--- src/rtl/hazard_stall_ctrl_if.sv ---
// Signal bundle between the ID-stage hazard controller and the pipeline it steers.
// The pipeline side is the master; the controller is the slave.
interface hazard_stall_ctrl_if #(
  parameter int CNT_W = 32
);
  logic [4:0]       id_rs;
  logic [4:0]       id_rt;
  logic             id_uses_rt;
  logic             ex_memread;
  logic [4:0]       ex_rt;
  logic             id_branch_taken;
  logic             idex_stall;
  logic             pc_write;
  logic             ifid_write;
  logic             ifid_flush;
  logic             busy;
  logic [CNT_W-1:0] stall_cycles;
  logic [15:0]      load_use_events;

  modport master (
    output id_rs, id_rt, id_uses_rt, ex_memread, ex_rt, id_branch_taken,
    input  idex_stall, pc_write, ifid_write, ifid_flush, busy,
           stall_cycles, load_use_events
  );

  modport slave (
    input  id_rs, id_rt, id_uses_rt, ex_memread, ex_rt, id_branch_taken,
    output idex_stall, pc_write, ifid_write, ifid_flush, busy,
           stall_cycles, load_use_events
  );
endinterface

--- src/rtl/hazard_stall_ctrl.sv ---
// Load-use stall / bubble sequencer for the ID/EX register, plus taken-branch
// IF/ID flush and hazard performance counters.
//
//   state   | meaning
//   --------+-----------------------------------------------------------
//   ST_RUN  | normal issue; hazard and branch decode are combinational
//   ST_WAIT | extra bubbles after a load-use hazard (BUBBLES > 1 only)
module hazard_stall_ctrl #(
  parameter int BUBBLES = 1,
  parameter int CNT_W   = 32
) (
  input logic              clk,
  input logic              rst_n,
  hazard_stall_ctrl_if.slave bus
);

  typedef enum logic {
    ST_RUN  = 1'b0,
    ST_WAIT = 1'b1
  } state_t;

  localparam logic [1:0] REMAIN_INIT = 2'(BUBBLES - 1);

  state_t           state, state_nxt;
  logic [1:0]       remain, remain_nxt;
  logic             hz;
  logic             lu_hit;
  logic             idex_stall;
  logic             pc_write;
  logic             ifid_write;
  logic             ifid_flush;
  logic [CNT_W-1:0] stall_cnt;
  logic [15:0]      lu_cnt;

  // $zero is never a real load destination, so it can never hazard.
  assign hz = bus.ex_memread && (bus.ex_rt != 5'd0) &&
              ((bus.ex_rt == bus.id_rs) ||
               (bus.id_uses_rt && (bus.ex_rt == bus.id_rt)));

  always_ff @(posedge clk) begin
    if (!rst_n) begin
      state     <= ST_RUN;
      remain    <= 2'd0;
      stall_cnt <= '0;
      lu_cnt    <= 16'd0;
    end else begin
      state  <= state_nxt;
      remain <= remain_nxt;
      if (idex_stall) stall_cnt <= stall_cnt + CNT_W'(1);
      if (lu_hit)     lu_cnt    <= lu_cnt + 16'd1;
    end
  end

  always_comb begin
    state_nxt  = state;
    remain_nxt = remain;
    lu_hit     = 1'b0;
    idex_stall = 1'b0;
    pc_write   = 1'b1;
    ifid_write = 1'b1;
    ifid_flush = 1'b0;
    if (!rst_n) begin
      // Fill the front-end registers with bubbles while held in reset.
      idex_stall = 1'b1;
      pc_write   = 1'b0;
      ifid_write = 1'b0;
      ifid_flush = 1'b1;
    end else begin
      case (state)
        ST_RUN: begin
          if (hz) begin
            // Hazard wins over a taken branch; the branch re-resolves later.
            idex_stall = 1'b1;
            pc_write   = 1'b0;
            ifid_write = 1'b0;
            lu_hit     = 1'b1;
            if (BUBBLES > 1) begin
              state_nxt  = ST_WAIT;
              remain_nxt = REMAIN_INIT;
            end
          end else if (bus.id_branch_taken) begin
            ifid_flush = 1'b1;
          end
        end
        ST_WAIT: begin
          idex_stall = 1'b1;
          pc_write   = 1'b0;
          ifid_write = 1'b0;
          remain_nxt = remain - 2'd1;
          if (remain == 2'd1) state_nxt = ST_RUN;
        end
        default: begin
          state_nxt  = ST_RUN;
          remain_nxt = 2'd0;
        end
      endcase
    end
  end

  assign bus.idex_stall      = idex_stall;
  assign bus.pc_write        = pc_write;
  assign bus.ifid_write      = ifid_write;
  assign bus.ifid_flush      = ifid_flush;
  assign bus.busy            = (state == ST_WAIT);
  assign bus.stall_cycles    = stall_cnt;
  assign bus.load_use_events = lu_cnt;

endmodule

--- src/flat_wrapper.sv ---
// flat-port wrapper written by rule: the top's interface ports become plain ports
module hazard_stall_ctrl_flat 
#(
  parameter int BUBBLES = 1,
  parameter int CNT_W   = 32
)
  (clk, rst_n, bus_id_rs, bus_id_rt, bus_id_uses_rt, bus_ex_memread, bus_ex_rt, bus_id_branch_taken, bus_idex_stall, bus_pc_write, bus_ifid_write, bus_ifid_flush, bus_busy, bus_stall_cycles, bus_load_use_events);
  hazard_stall_ctrl_if #(.CNT_W(CNT_W)) bus_i ();
  input logic clk;
  input logic rst_n;
  input wire logic [$bits(bus_i.id_rs)-1:0] bus_id_rs;
  input wire logic [$bits(bus_i.id_rt)-1:0] bus_id_rt;
  input wire logic [$bits(bus_i.id_uses_rt)-1:0] bus_id_uses_rt;
  input wire logic [$bits(bus_i.ex_memread)-1:0] bus_ex_memread;
  input wire logic [$bits(bus_i.ex_rt)-1:0] bus_ex_rt;
  input wire logic [$bits(bus_i.id_branch_taken)-1:0] bus_id_branch_taken;
  output wire logic [$bits(bus_i.idex_stall)-1:0] bus_idex_stall;
  output wire logic [$bits(bus_i.pc_write)-1:0] bus_pc_write;
  output wire logic [$bits(bus_i.ifid_write)-1:0] bus_ifid_write;
  output wire logic [$bits(bus_i.ifid_flush)-1:0] bus_ifid_flush;
  output wire logic [$bits(bus_i.busy)-1:0] bus_busy;
  output wire logic [$bits(bus_i.stall_cycles)-1:0] bus_stall_cycles;
  output wire logic [$bits(bus_i.load_use_events)-1:0] bus_load_use_events;
  assign bus_i.id_rs = bus_id_rs;
  assign bus_i.id_rt = bus_id_rt;
  assign bus_i.id_uses_rt = bus_id_uses_rt;
  assign bus_i.ex_memread = bus_ex_memread;
  assign bus_i.ex_rt = bus_ex_rt;
  assign bus_i.id_branch_taken = bus_id_branch_taken;
  assign bus_idex_stall = bus_i.idex_stall;
  assign bus_pc_write = bus_i.pc_write;
  assign bus_ifid_write = bus_i.ifid_write;
  assign bus_ifid_flush = bus_i.ifid_flush;
  assign bus_busy = bus_i.busy;
  assign bus_stall_cycles = bus_i.stall_cycles;
  assign bus_load_use_events = bus_i.load_use_events;
  hazard_stall_ctrl #(.BUBBLES(BUBBLES), .CNT_W(CNT_W)) u_core (.clk(clk), .rst_n(rst_n), .bus(bus_i));
endmodule
--- config.mk ---
export PLATFORM = sky130hd
export DESIGN_NAME = hazard_stall_ctrl_flat
export DESIGN_NICKNAME = d
export VERILOG_FILES = /design/src/rtl/hazard_stall_ctrl_if.sv /design/src/rtl/hazard_stall_ctrl.sv /design/src/flat_wrapper.sv
export SDC_FILE = /design/constraint.sdc
export NUM_CORES = 1
export LEC_CHECK = 0
export ABC_AREA = 1
export CAP_MARGIN = 25
export CORE_MARGIN = 4
export CORE_UTILIZATION = 45
export DETAILED_ROUTE_END_ITERATION = 10
export PLACE_DENSITY_LB_ADDON = 0.08
export SLEW_MARGIN = 15
export SYNTH_ARGS = -nofsm -noshare
export SYNTH_HDL_FRONTEND = slang
export SYNTH_SLANG_ARGS = --single-unit
--- constraint.sdc ---
create_clock -name clk -period 2.2 [get_ports clk]
set_clock_uncertainty 0.2 [all_clocks]
set_input_delay 0.66 -clock clk [delete_from_list [all_inputs] [get_ports clk]]
set_output_delay 0.66 -clock clk [all_outputs]
set_load 0.05 [all_outputs]
Word-level counts from Yosys, hierarchy flattened
Index checks and enable logic that the tools add are counted.
Word-level totals
  word-level logic and storage cells: 30
  output and inout bits: 53
  input bits: 20
  flip-flop bits (word level): 51
Operators by class
  reduce and logical (&&, ||, !) cells: 6
  bitwise gates (word level): 1
  add/subtract/negate cells: 3
  multiplexer cells: 13
  equality and inequality tests: 3
Operators by type and width (number)
  32-bit by 1-bit adder with 32-bit output, second input constant: 1
  16-bit by 1-bit adder with 16-bit output, second input constant: 1
  1-bit 2-to-1 mux: 11
  5-bit equality test: 2
  5-bit nonzero test: 1
  1-bit one-hot mux with 2 select lines: 2
  1-bit logical AND: 3
  2-bit by 1-bit equality test with 1-bit output, second input constant: 1
  2-bit AND reduction: 1
  2-bit by 1-bit subtractor with 2-bit output, second input constant: 1
  1-bit logical OR: 1
  1-bit NOT: 1

Longest topological paths before layout
Gate-level depths: netlist of the first run.
  depth after elaboration: 7
  depth in mapped cells: 13
  gate-level depth less buffers: 12

Worst setup path before layout of the first run
Ideal clock, no wire load.
  path type: in2out
  from: input port bus_ex_rt[0]
  to: output port bus_pc_write
  buffers on the path: 1
  path slack: -1.049 ns
  stages on the path: 10
  data arrival time: 2.389 ns
  data required time: 1.340 ns
  path through: inv_1 nand2_1 nand2_1 nor2_1 nand3_1 nand2_2 nand2_2 nand3_1 inv_1 buf_4
On the way
  longest elaborated chain between the ends: 7
  elaborated cells between the ends (all ways): 10
  those cells by class: eq/ne: 2; mux: 3; reduce/logical: 5
Ends and longest elaborated chain
  from (decl): RTL line flat_wrapper.sv:15  | input wire logic [$bits(bus_i.ex_rt)-1:0] bus_ex_rt;
  5-bit equality test: RTL line hazard_stall_ctrl.sv:38  | (bus.id_uses_rt && (bus.ex_rt == bus.id_rt)));
  1-bit logical AND: RTL line hazard_stall_ctrl.sv:38
  1-bit logical OR: RTL line hazard_stall_ctrl.sv:37  | ((bus.ex_rt == bus.id_rs) ||
  1-bit logical AND *: RTL line hazard_stall_ctrl.sv:36  | assign hz = bus.ex_memread && (bus.ex_rt != 5'd0) &&
  1-bit 2-to-1 mux *
  1-bit one-hot mux with 2 select lines *
  1-bit 2-to-1 mux *
  to (decl): RTL line flat_wrapper.sv:18  | output wire logic [$bits(bus_i.pc_write)-1:0] bus_pc_write;
Every way passes the cells marked *; elsewhere a longest branch is shown, timed or not.

Worst setup path after layout of the first run
  from: input port bus_ex_rt[4]
  to: output port bus_ifid_flush
On the way
  longest elaborated chain between the ends: 7
  elaborated cells between the ends (all ways): 10
  those cells by class: eq/ne: 2; mux: 3; reduce/logical: 5
Ends and longest elaborated chain
  5-bit equality test: RTL line hazard_stall_ctrl.sv:38
  1-bit logical AND: RTL line hazard_stall_ctrl.sv:38
  1-bit logical OR: RTL line hazard_stall_ctrl.sv:37
  1-bit logical AND *: RTL line hazard_stall_ctrl.sv:36
  1-bit 2-to-1 mux *: RTL line hazard_stall_ctrl.sv:71  | if (hz) begin
  1-bit 2-to-1 mux *: RTL line hazard_stall_ctrl.sv:69  | case (state)
  1-bit 2-to-1 mux *: RTL line hazard_stall_ctrl.sv:62  | if (!rst_n) begin
  to (decl): RTL line flat_wrapper.sv:20  | output wire logic [$bits(bus_i.ifid_flush)-1:0] bus_ifid_flush;
Marked as above.

==> results.ini, run 1 <==
[die]
die_w_um = 88.8
io_pins = 73
dieHeight_um = 88.8
row_count = 29
core_mm2 = 0.00635
start_util_pct = 46.3
die_area_mm2 = 0.00789

[timing]
period_needed_ns = 2.49
worst_pin_slew_ns = 0.525
max_freq_mhz = 401
timing.slew.headroom_pct = 65.0
drv_slew = 0
finalSetupViolCount = 4
finalCritPeriodShare_pct = 113
rsz0062_at_grt = true
final-hold-violation-count = 0
holdWs_ns = 0.276
finalWorstSetupSlack_ns = -0.294

[global_route]
grt_pass1_wl_mm = 12.4
grt_max_degree = 58
grt_overflow = 0
track_usage_pct = 19.2
grt_pass1_vias = 2881
antenna_found_initial = 0

[placed_design]
place_inst = 633
gp_congestion = 0.814
io_buffers = 72
hpwl_mm = 5.34

[critical_path]
r2r-start = u_core.bus.stall_cycles[0]$_SDFFE_PN0P_
path_cells = buf_8 > xnor2_1 > nand3_1 > nand2_2 > nand2_4 > nand2_2 > inv_2 > nand2_2 > nand2_4 > buf_8
worstPathArrival_ns = 1.63
crit_path_top_delay_cell = xnor2_1
reg2regPathDepth = 10
critPathKind = input pin to primary output
start_kind = input pin
worstPathMaxFanout = 4
crit_top_cell = nand2_2
path_buf_inv = 3
cpLargestDelayFamily = simple AND/OR/NAND/NOR gates
timing.rr.end = u_core.bus.stall_cycles[28]$_SDFFE_PN0P_
r2r_slack_ns = 0.21
crit_required_ns = 1.34
slowest_delay_ns = 0.20
end_kind = primary output

[clocking]
cts.path.max_buffers = 2
cts_root_buf = clkbuf_8
cts_hold_buf = 0
cts_inserted_buffers = 5
h-tree-depth = 2
clk_pin_slew_worst_paths_ns = 0.09
cts_tree = built
cts.sinks = 51
clock_latency_ns = 0.30

[logic_synthesis]
syn-cell-area_mm2 = 0.00294
synth_largest_area_cell = dfxtp_1
ys_ff_latch = 51
synth.distinct_cells = 28
syn-instance-count = 488
synth_top_area_share_pct = 34.7
syn_nets = 511
avgSynthCellArea_um2 = 6.03
ys_seq_area_share_pct = 34.7
yosys_warnings = 0
ys_top_cells_by_area = dfxtp_1, nand2_1, nor2_1

[layout]
syn2layout_area_growth_pct = 38.7
fill_cells = 581
final_util_pct = 64.2
final_cells = 645
nNetsFinal = 590
regArea_mm2 = 0.00102
drive_above_1_share_pct = 25.0
antenna_cells = 0
multi_input_area_mm2 = 0.00170

[flow_run]
maxCapViolCount = 0

[routing]
drc = 0
drtIter0Drc = 111
avgViaCountPerCell = 4.94
drt-total-wl_mm = 7.41
wl_per_cell_um = 11.5
num_vias = 3187
ant_nets = 0
drt_first_pass_iters = 4

[pwr]
total_power_mw = 1.71
p_leak_nw = 1.88
powerDensity_mw_per_mm2 = 418
vdd_drop_max_v = 0.000299

[worst_hold_path]
min_to = u_core.remain[1]$_SDFFE_PN0P_
worst_hold_startpoint = u_core.remain[1]$_SDFFE_PN0P_
hp-class = flop to flop
hold_depth = 2

[outcome]
status = finished with violations
violations = setup timing

==> metal layers <==
| layer | share of wire (%) | GRT usage, % | routed length (um) |
|---|---|---|---|
| met1 | 46 | 25.0 | 3420 |
| met2 | 47 | 31.8 | 3470 |
| met3 | 6.2 | 4.47 | 462 |
| met4 | 0.77 | 5.08 | 57 |
| met5 | 0 | 0 | 0 |
==> registers in the layout, indices dropped and copies added, names as in the netlist <==
signal	flops
u_core.bus.busy	1
u_core.bus.load_use_events	16
u_core.bus.stall_cycles	32
u_core.remain	2
==> worst max path at each step <==
| stage | from | endpoint | cells past startpoint |
|---|---|---|---|
| 3_5_place_dp | bus_ex_rt[0] | bus_ifid_flush | 13 |
| 3_3_place_gp | bus_ex_rt[1] | bus_ifid_flush | 14 |
| 6_report | bus_ex_rt[4] | bus_ifid_flush | 10 |
| 2_1_floorplan | bus_ex_rt[1] | bus_pc_write | 10 |
| 5_1_grt | bus_ex_rt[4] | bus_ifid_flush | 13 |
| 4_1_cts | bus_ex_rt[1] | bus_ifid_flush | 13 |
==> cells in the mapped netlist (all sizes together) <==
cell and number:
o21bai 2, ha 3, xnor2 3, clkbuf 7
inv 68, nor3b 1, a21oi 26, nand4 18
clkinv 1, nand2 138, nand3 40, o21ai 6
nor4 2, nor2 102, dfxtp 51, or2 1
and3 1, nand3b 1, nor3 9, buf 8
==> tightest hold or removal path: stages (launching register included) <==
cell and delay, ns:
dfxtp_1 0.31, inv_1 0.07, a21oi_1 0.06
==> timing repair <==
action	4_1_cts	5_1_grt
pin swaps	19	23
setup buffers	2	3
cloned	0	0
gates resized for setup	55	63
hold endpoints to repair	0	0
setup endpoints to repair	44	35
==> final cells by class <==
cell class,instances,share of cell area [%]
timing repair buffer,87,21.7
multi-input combinational,353,41.7
sequential,51,25.1
clock inverter,2,0.307
inverter,69,7.00
clock buffer,6,1.78
tap,77,2.36
==> power breakdown <==
group | internal [mW] | switching [mW] | total, mW
registers | 0.926 | 0.00349 | 0.929
clock network | 0.223 | 0.316 | 0.539
logic | 0.103 | 0.135 | 0.238
total | 1.25 | 0.455 | 1.71
==> through the flow <==
step	instance area, um2	setup WS [ns]	setup TNS [ns]
2_1_floorplan	3010	-0.502	-0.968
3_3_place_gp	3840	-0.839	-28.42
3_5_place_dp	3840	-0.847	-29.71
4_1_cts	3940	-0.397	-1.56
5_1_grt	4080	-0.388	-1.69
6_report	4080	-0.294	-1.12
==> cell families (layout without fill, tap and decap cells) <==
logic type,count (synthesis),in the layout,share of synthesized area (%)
AO/OA/AOI/OAI,34,34,5.96
XOR/XNOR,3,3,0.894
adder cells (fa/ha/maj),3,3,1.28
buffers and inverters,84,164,11.8
flip-flops,51,51,34.7
AND/OR/NAND/NOR,313,313,45.4
==> cell usage in the layout (no fill, tap or decap), types with 4 or more instances in the layout <==
cell type  netlist  layout
o21ai_0          6       6
clkbuf_2         0       5
nor2_2           1       5
nand3_1         39      37
nor3_1           8       7
buf_6            3       5
dfxtp_1         51      48
nand2_2          3      15
nand2_1        135     116
inv_1           67      56
buf_4            1      54
buf_8            0       4
inv_2            1       8
clkbuf_8         0       5
a21oi_1         26      26
nand2_4          0       7
nand4_1         18      18
nor2_1          99      94
buf_12           0      15
Power figures use the tool's default switching activity.
==> run 2: changes to the inputs <==
--- a/config.mk
+++ b/config.mk
@@ -10,8 +10,9 @@
 export CORE_MARGIN = 4
 export CORE_UTILIZATION = 45
 export DETAILED_ROUTE_END_ITERATION = 10
+export MAX_ROUTING_LAYER = met4
 export PLACE_DENSITY_LB_ADDON = 0.08
-export SLEW_MARGIN = 15
+export SLEW_MARGIN = 20
 export SYNTH_ARGS = -nofsm -noshare
 export SYNTH_HDL_FRONTEND = slang
 export SYNTH_SLANG_ARGS = --single-unit
==> constraint.sdc (replaced) <==
create_clock -name clk -period 2 [get_ports clk]
set_clock_uncertainty 0.2 [all_clocks]
set_input_delay 0.6 -clock clk [delete_from_list [all_inputs] [get_ports clk]]
set_output_delay 0.6 -clock clk [all_outputs]
set_load 0.05 [all_outputs]
==> results.ini, run 2 (same netlist as run 1, synthesis figures left out) <==
[critical_path]
end_kind = primary output  ; unchanged
start_kind = input pin  ; unchanged
crit_required_ns = 1.20  ; was 1.34 ns
cpLargestDelayFamily = simple AND/OR/NAND/NOR gates  ; unchanged
path_cells = buf_8 > buf_6 > nor3_4 > nand3_1 > nand2_1 > inv_2 > nand2_4 > nand2_4 > inv_2 > nand2_2 > nand2_4 > buf_8  ; was buf_8 > xnor2_1 > nand3_1 > nand2_2 > nand2_4 > nand2_2 > inv_2 > nand2_2 > nand2_4 > buf_8
critPathKind = input pin to primary output  ; unchanged
worstPathArrival_ns = 1.67  ; was 1.63 ns
timing.rr.end = u_core.bus.stall_cycles[28]$_SDFFE_PN0P_  ; unchanged
slowest_delay_ns = 0.14  ; was 0.20 ns
worstPathMaxFanout = 4  ; unchanged
r2r_slack_ns = -0.05  ; was 0.21 ns
r2r-start = u_core.bus.stall_cycles[0]$_SDFFE_PN0P_  ; unchanged
reg2regPathDepth = 10  ; unchanged
path_buf_inv = 5  ; was 3
crit_top_cell = nand2_4  ; was nand2_2
crit_path_top_delay_cell = nor3_4  ; was xnor2_1

[worst_hold_path]
hp-class = flop to flop  ; unchanged
min_to = u_core.remain[1]$_SDFFE_PN0P_  ; unchanged
worst_hold_startpoint = u_core.remain[1]$_SDFFE_PN0P_  ; unchanged
hold_depth = 2  ; unchanged

[placed_design]
hpwl_mm = 5.79  ; was 5.34 mm
io_buffers = 72  ; unchanged
postPlaceCellArea_mm2 = 0.00449  ; was 0.00384 mm2
gp_congestion = 0.852  ; was 0.814
place_inst = 652  ; was 633
pre_cts_ws_ns = -0.936  ; was -0.847 ns

[layout]
final_common_cell = nand2_1  ; unchanged
fill_cells = 497  ; was 581
stdcell_area_mm2 = 0.00466  ; was 0.00408 mm2
largest_register_ffs = 32  ; unchanged
syn2layout_area_growth_pct = 58.6  ; was 38.7%
drive_above_1_share_pct = 24.5  ; was 25.0%
nNetsFinal = 610  ; was 590
final_util_pct = 73.4  ; was 64.2%
final_cells = 665  ; was 645
antenna_cells = 0  ; unchanged
final_cell_mix = nand2_1, nor2_1, inv_1  ; unchanged

[die]
row_count = 29  ; unchanged
dieHeight_um = 88.8  ; unchanged
io_pins = 73  ; unchanged
die_area_mm2 = 0.00789  ; unchanged
die_w_um = 88.8  ; unchanged
start_util_pct = 46.3  ; unchanged
core_mm2 = 0.00635  ; unchanged

[global_route]
grt_pass1_vias = 3039  ; was 2881
antenna_found_initial = 0  ; unchanged
grt_pass1_wl_mm = 13.0  ; was 12.4 mm
grt_max_degree = 58  ; unchanged
grt_overflow = 0  ; unchanged
track_usage_pct = 20.7  ; was 19.2%

[routing]
num_vias = 3308  ; was 3187
drt-total-wl_mm = 7.73  ; was 7.41 mm
wl_per_cell_um = 11.6  ; was 11.5 um
avgViaCountPerCell = 4.97  ; was 4.94
drc = 0  ; unchanged
ant_nets = 0  ; unchanged
drtIter0Drc = 180  ; was 111
drt_first_pass_iters = 4  ; unchanged

[clocking]
cts_hold_buf = 0  ; unchanged
h-tree-depth = 2  ; unchanged
cts_inserted_buffers = 5  ; unchanged
cts_root_buf = clkbuf_8  ; unchanged
cts.sinks = 51  ; unchanged
cts_tree = built  ; unchanged
clock_latency_ns = 0.31  ; was 0.30 ns
clk_pin_slew_worst_paths_ns = 0.10  ; was 0.09 ns
cts.path.max_buffers = 2  ; unchanged

[timing]
final-hold-violation-count = 0  ; unchanged
rsz0062_at_grt = true  ; unchanged
finalSetupViolCount = 34  ; was 4
period_needed_ns = 2.47
worst_pin_slew_ns = 0.533  ; was 0.525 ns
drv_slew = 0  ; unchanged
finalCritPeriodShare_pct = 124
timing.slew.headroom_pct = 64.5  ; was 65.0%
finalWorstSetupSlack_ns = -0.474  ; was -0.294 ns
setup_tns_ns = -3.91  ; was -1.12 ns
max_freq_mhz = 404

[pwr]
vdd_drop_max_v = 0.000423  ; was 0.000299 V
p_leak_nw = 2.07  ; was 1.88 nW
powerDensity_mw_per_mm2 = 458  ; was 418 mW/mm2

[outcome]
status = finished with violations  ; unchanged
violations = setup timing  ; unchanged

[flow_run]
maxCapViolCount = 0  ; unchanged

run 2: cell count changes in the layout (fill, tap and decap cells not counted), moves of 4 or more:
cell     change
nand2_4      -4
buf_12      +37
buf_4       -20
nor2_1       +5
nand2_2      -8
dfxtp_1      -4
nand2_1     +12
buf_2        +4
nor2_2       -4
run 2: cell type report:
class	count	area, um2	share of cell area, %
Multi-Input combinational cell	353	1630	34.9
Inverter	69	283	6.06
Clock inverter	3	67.6	1.45
Tap cell	77	96.3	2.07
Timing Repair Buffer	107	1480	31.8
Sequential cell	51	1030	22.2
Clock buffer	5	68.8	1.48
run 2: report_power, final:
group / leakage (nW) / internal [mW] / switching, mW
registers: 0.415 / 1.02 / 0.00324
clock network: 0.0644 / 0.499 / 0.361
logic: 1.59 / 0.116 / 0.141
run 2: timing repair:
action                                  4_1_cts  5_1_grt
resized for setup                            57       23
setup buffers                                 3        3
pin swaps                                    19       15
endpoints found under the hold margin         0        0
endpoints found under the setup margin       53       37
run 2: routing by layer:
layer	global-route usage, %	vias to the layer above	wire, um
li1	-	1720	-
met2	36.3	73	3870
met1	24.9	1506	3450
met4	5.91	0	93
met5	-	-	0
met3	2.42	9	319
run 2: worst max-delay path by stage:
stage               depth (start not counted)  slack, ns    startpoint             end
detailed placement                         14      -0.94  bus_ex_rt[1]  bus_ifid_flush
global route                               12      -0.57  bus_ex_rt[4]  bus_ifid_flush
CTS                                        11      -0.49  bus_ex_rt[1]  bus_ifid_write
floorplan                                  10      -0.58  bus_ex_rt[1]    bus_pc_write
finish                                     12      -0.47  bus_ex_rt[4]  bus_ifid_flush
global placement                           14      -0.91  bus_ex_rt[1]  bus_ifid_flush
run 2: worst register-to-register path, cell delays in order, from the launching register on:
cell and delay (ns):
dfxtp_4 0.37, ha_1 0.19, nand3_1 0.12, nor2_2 0.20, nand3_2 0.17, nor2_4 0.14, nand3_1 0.13, nor2_1 0.19
nand3_1 0.10, nand2_1 0.08, nor2_1 0.04
run 2: stage by stage:
stage	hold WS (ns)	power (mW)
floorplan	0.233	1.17
detailed placement	0.256	1.29
CTS	0.270	2.14
finish	0.269	2.14
global placement	0.243	1.29
global route	0.295	2.19
==> run 3: changes to the inputs <==
--- a/config.mk
+++ b/config.mk
@@ -7,10 +7,10 @@
 export LEC_CHECK = 0
 export ABC_AREA = 1
 export CAP_MARGIN = 25
+export CORE_ASPECT_RATIO = 1.75
 export CORE_MARGIN = 4
 export CORE_UTILIZATION = 45
 export DETAILED_ROUTE_END_ITERATION = 10
-export MAX_ROUTING_LAYER = met4
 export PLACE_DENSITY_LB_ADDON = 0.08
 export SLEW_MARGIN = 20
 export SYNTH_ARGS = -nofsm -noshare
==> results.ini, run 3 (same netlist as run 1, synthesis figures left out) <==
[timing]
holdWs_ns = 0.266  ; was 0.269 ns
max_freq_mhz = 414  ; was 404 MHz
worst_pin_slew_ns = 0.343  ; was 0.533 ns
final-hold-violation-count = 0  ; unchanged
drv_slew = 0  ; unchanged
rsz0062_at_grt = true  ; unchanged
finalWorstSetupSlack_ns = -0.413  ; was -0.474 ns
period_needed_ns = 2.41  ; was 2.47 ns
finalCritPeriodShare_pct = 121  ; was 124%
timing.slew.headroom_pct = 77.1  ; was 64.5%
finalSetupViolCount = 4  ; was 34

[clocking]
cts_inserted_buffers = 5  ; unchanged
cts.sinks = 51  ; unchanged
clock_latency_ns = 0.32  ; was 0.31 ns
cts_tree = built  ; unchanged
h-tree-depth = 2  ; unchanged
clk_pin_slew_worst_paths_ns = 0.11  ; was 0.10 ns
cts_root_buf = clkbuf_8  ; unchanged
cts_hold_buf = 0  ; unchanged
cts.path.max_buffers = 2  ; unchanged

[global_route]
track_usage_pct = 21.4  ; was 20.7%
grtUsageMet2_pct = 42.2  ; was 36.3%
grt_overflow = 0  ; unchanged
met1_usage_pct = 21.9  ; was 24.9%
grt_busiest_layer = met2  ; unchanged
grtUsageMet3_pct = 3.41  ; was 2.42%
grt_max_degree = 58  ; unchanged
grt_pass1_vias = 3334  ; was 3039
grt_pass1_wl_mm = 14.3  ; was 13.0 mm
antenna_found_initial = 0  ; unchanged

[routing]
drtIter0Drc = 293  ; was 180
drc = 0  ; unchanged
drt_first_pass_iters = 4  ; unchanged
avgViaCountPerCell = 5.08  ; was 4.97
ant_nets = 0  ; unchanged
num_vias = 3370  ; was 3308
wl_per_cell_um = 12.6  ; was 11.6 um
drt-total-wl_mm = 8.32  ; was 7.73 mm

[die]
dieHeight_um = 115  ; was 88.8 um
die_w_um = 69.1  ; was 88.8 um
core_mm2 = 0.00628  ; was 0.00635 mm2
start_util_pct = 46.9  ; was 46.3%
die_area_mm2 = 0.00794  ; was 0.00789 mm2
io_pins = 73  ; unchanged
row_count = 38  ; was 29

[critical_path]
r2r-start = u_core.bus.stall_cycles[1]$_SDFFE_PN0P_  ; was u_core.bus.stall_cycles[0]$_SDFFE_PN0P_
crit_required_ns = 1.20  ; about the same
worstPathMaxFanout = 4  ; unchanged
end_kind = primary output  ; unchanged
worstPathArrival_ns = 1.61  ; was 1.67 ns
start_kind = input pin  ; unchanged
reg2regPathDepth = 10  ; unchanged
r2r_slack_ns = 0.08  ; was -0.05 ns
timing.rr.end = u_core.bus.stall_cycles[24]$_SDFFE_PN0P_  ; was u_core.bus.stall_cycles[28]$_SDFFE_PN0P_
critPathKind = input pin to primary output  ; unchanged

[layout]
antenna_cells = 0  ; unchanged
stdcell_area_mm2 = 0.00467  ; was 0.00466 mm2
drive_above_1_share_pct = 25.7  ; was 24.5%
nNetsFinal = 605  ; was 610
final_common_cell = nand2_1  ; unchanged
syn2layout_area_growth_pct = 58.7  ; was 58.6%
final_cell_mix = nand2_1, nor2_1, inv_1  ; unchanged
largest_register_ffs = 32  ; unchanged

[placed_design]
io_buffers = 72  ; unchanged
postPlaceCellArea_mm2 = 0.00447  ; was 0.00449 mm2
hpwl_mm = 6.32  ; was 5.79 mm
gp_congestion = 0.892  ; was 0.852
pre_cts_ws_ns = -0.932  ; was -0.936 ns

[outcome]
status = finished with violations  ; unchanged
violations = setup timing  ; unchanged

[worst_hold_path]
hold_depth = 2  ; unchanged
worst_hold_startpoint = u_core.remain[1]$_SDFFE_PN0P_  ; unchanged
min_to = u_core.remain[1]$_SDFFE_PN0P_  ; unchanged
hp-class = flop to flop  ; unchanged

[flow_run]
maxCapViolCount = 0  ; unchanged

[pwr]
vdd_drop_max_v = 0.000291  ; was 0.000423 V
p_leak_nw = 2.05  ; was 2.07 nW
powerDensity_mw_per_mm2 = 413  ; was 458 mW/mm2

[run 3: power breakdown]
group | internal, mW | total, mW | switching [mW]
logic | 0.116 | 0.259 | 0.142
registers | 1.02 | 1.02 | 0.00322
clock network | 0.260 | 0.649 | 0.389
[run 3: final cells by class]
cell class	count	area (um2)
tap	80	100
inverter	69	289
fill	489	1610
timing repair buffer	102	1480
sequential	51	1030
clock buffer	5	68.8
clock inverter	3	28.8
multi-input combinational	353	1670
[run 3: worst max-delay path by stage]
stage	end	startpoint	cells after the start	slack [ns]
detailed placement	bus_ifid_flush	bus_ex_rt[2]	13	-0.93
finish	bus_idex_stall	bus_ex_rt[3]	9	-0.41
floorplan	bus_pc_write	bus_ex_rt[1]	10	-0.58
CTS	bus_pc_write	bus_ex_rt[1]	11	-0.49
global route	bus_pc_write	bus_id_rs[2]	11	-0.49
global placement	bus_ifid_flush	bus_ex_rt[1]	14	-0.89
[run 3: timing repair]
action                                  CTS  global route
endpoints found under the setup margin   52            39
setup buffers                             2             2
pin swaps                                19            17
resized for setup                        56            47
[run 3: metal layers]
metal | share of wire [%] | wire length, um
met2 | 57 | 4740
met3 | 3.7 | 305
met5 | 0 | 0
met4 | 2.8 | 235
met1 | 37 | 3040
[run 3: metrics by stage]
step	instances	setup TNS [ns]	utilization (%)	total power, mW
floorplan	488	-1.23	-	1.17
global placement	652	-35.59	71.2	1.28
detailed placement	652	-38.54	71.2	1.29
CTS	662	-4.11	72.9	1.93
global route	663	-2.12	74.4	2.01
finish	663	-1.63	74.4	1.93
[run 3: critical path, stage by stage]
cell and delay (ns):
buf_8 0.11, nor3_2 0.18, nand3_1 0.11, nand2_1 0.09, inv_2 0.05, nand2_4 0.09, nand3_4 0.08, buf_4 0.16
buf_12 0.14
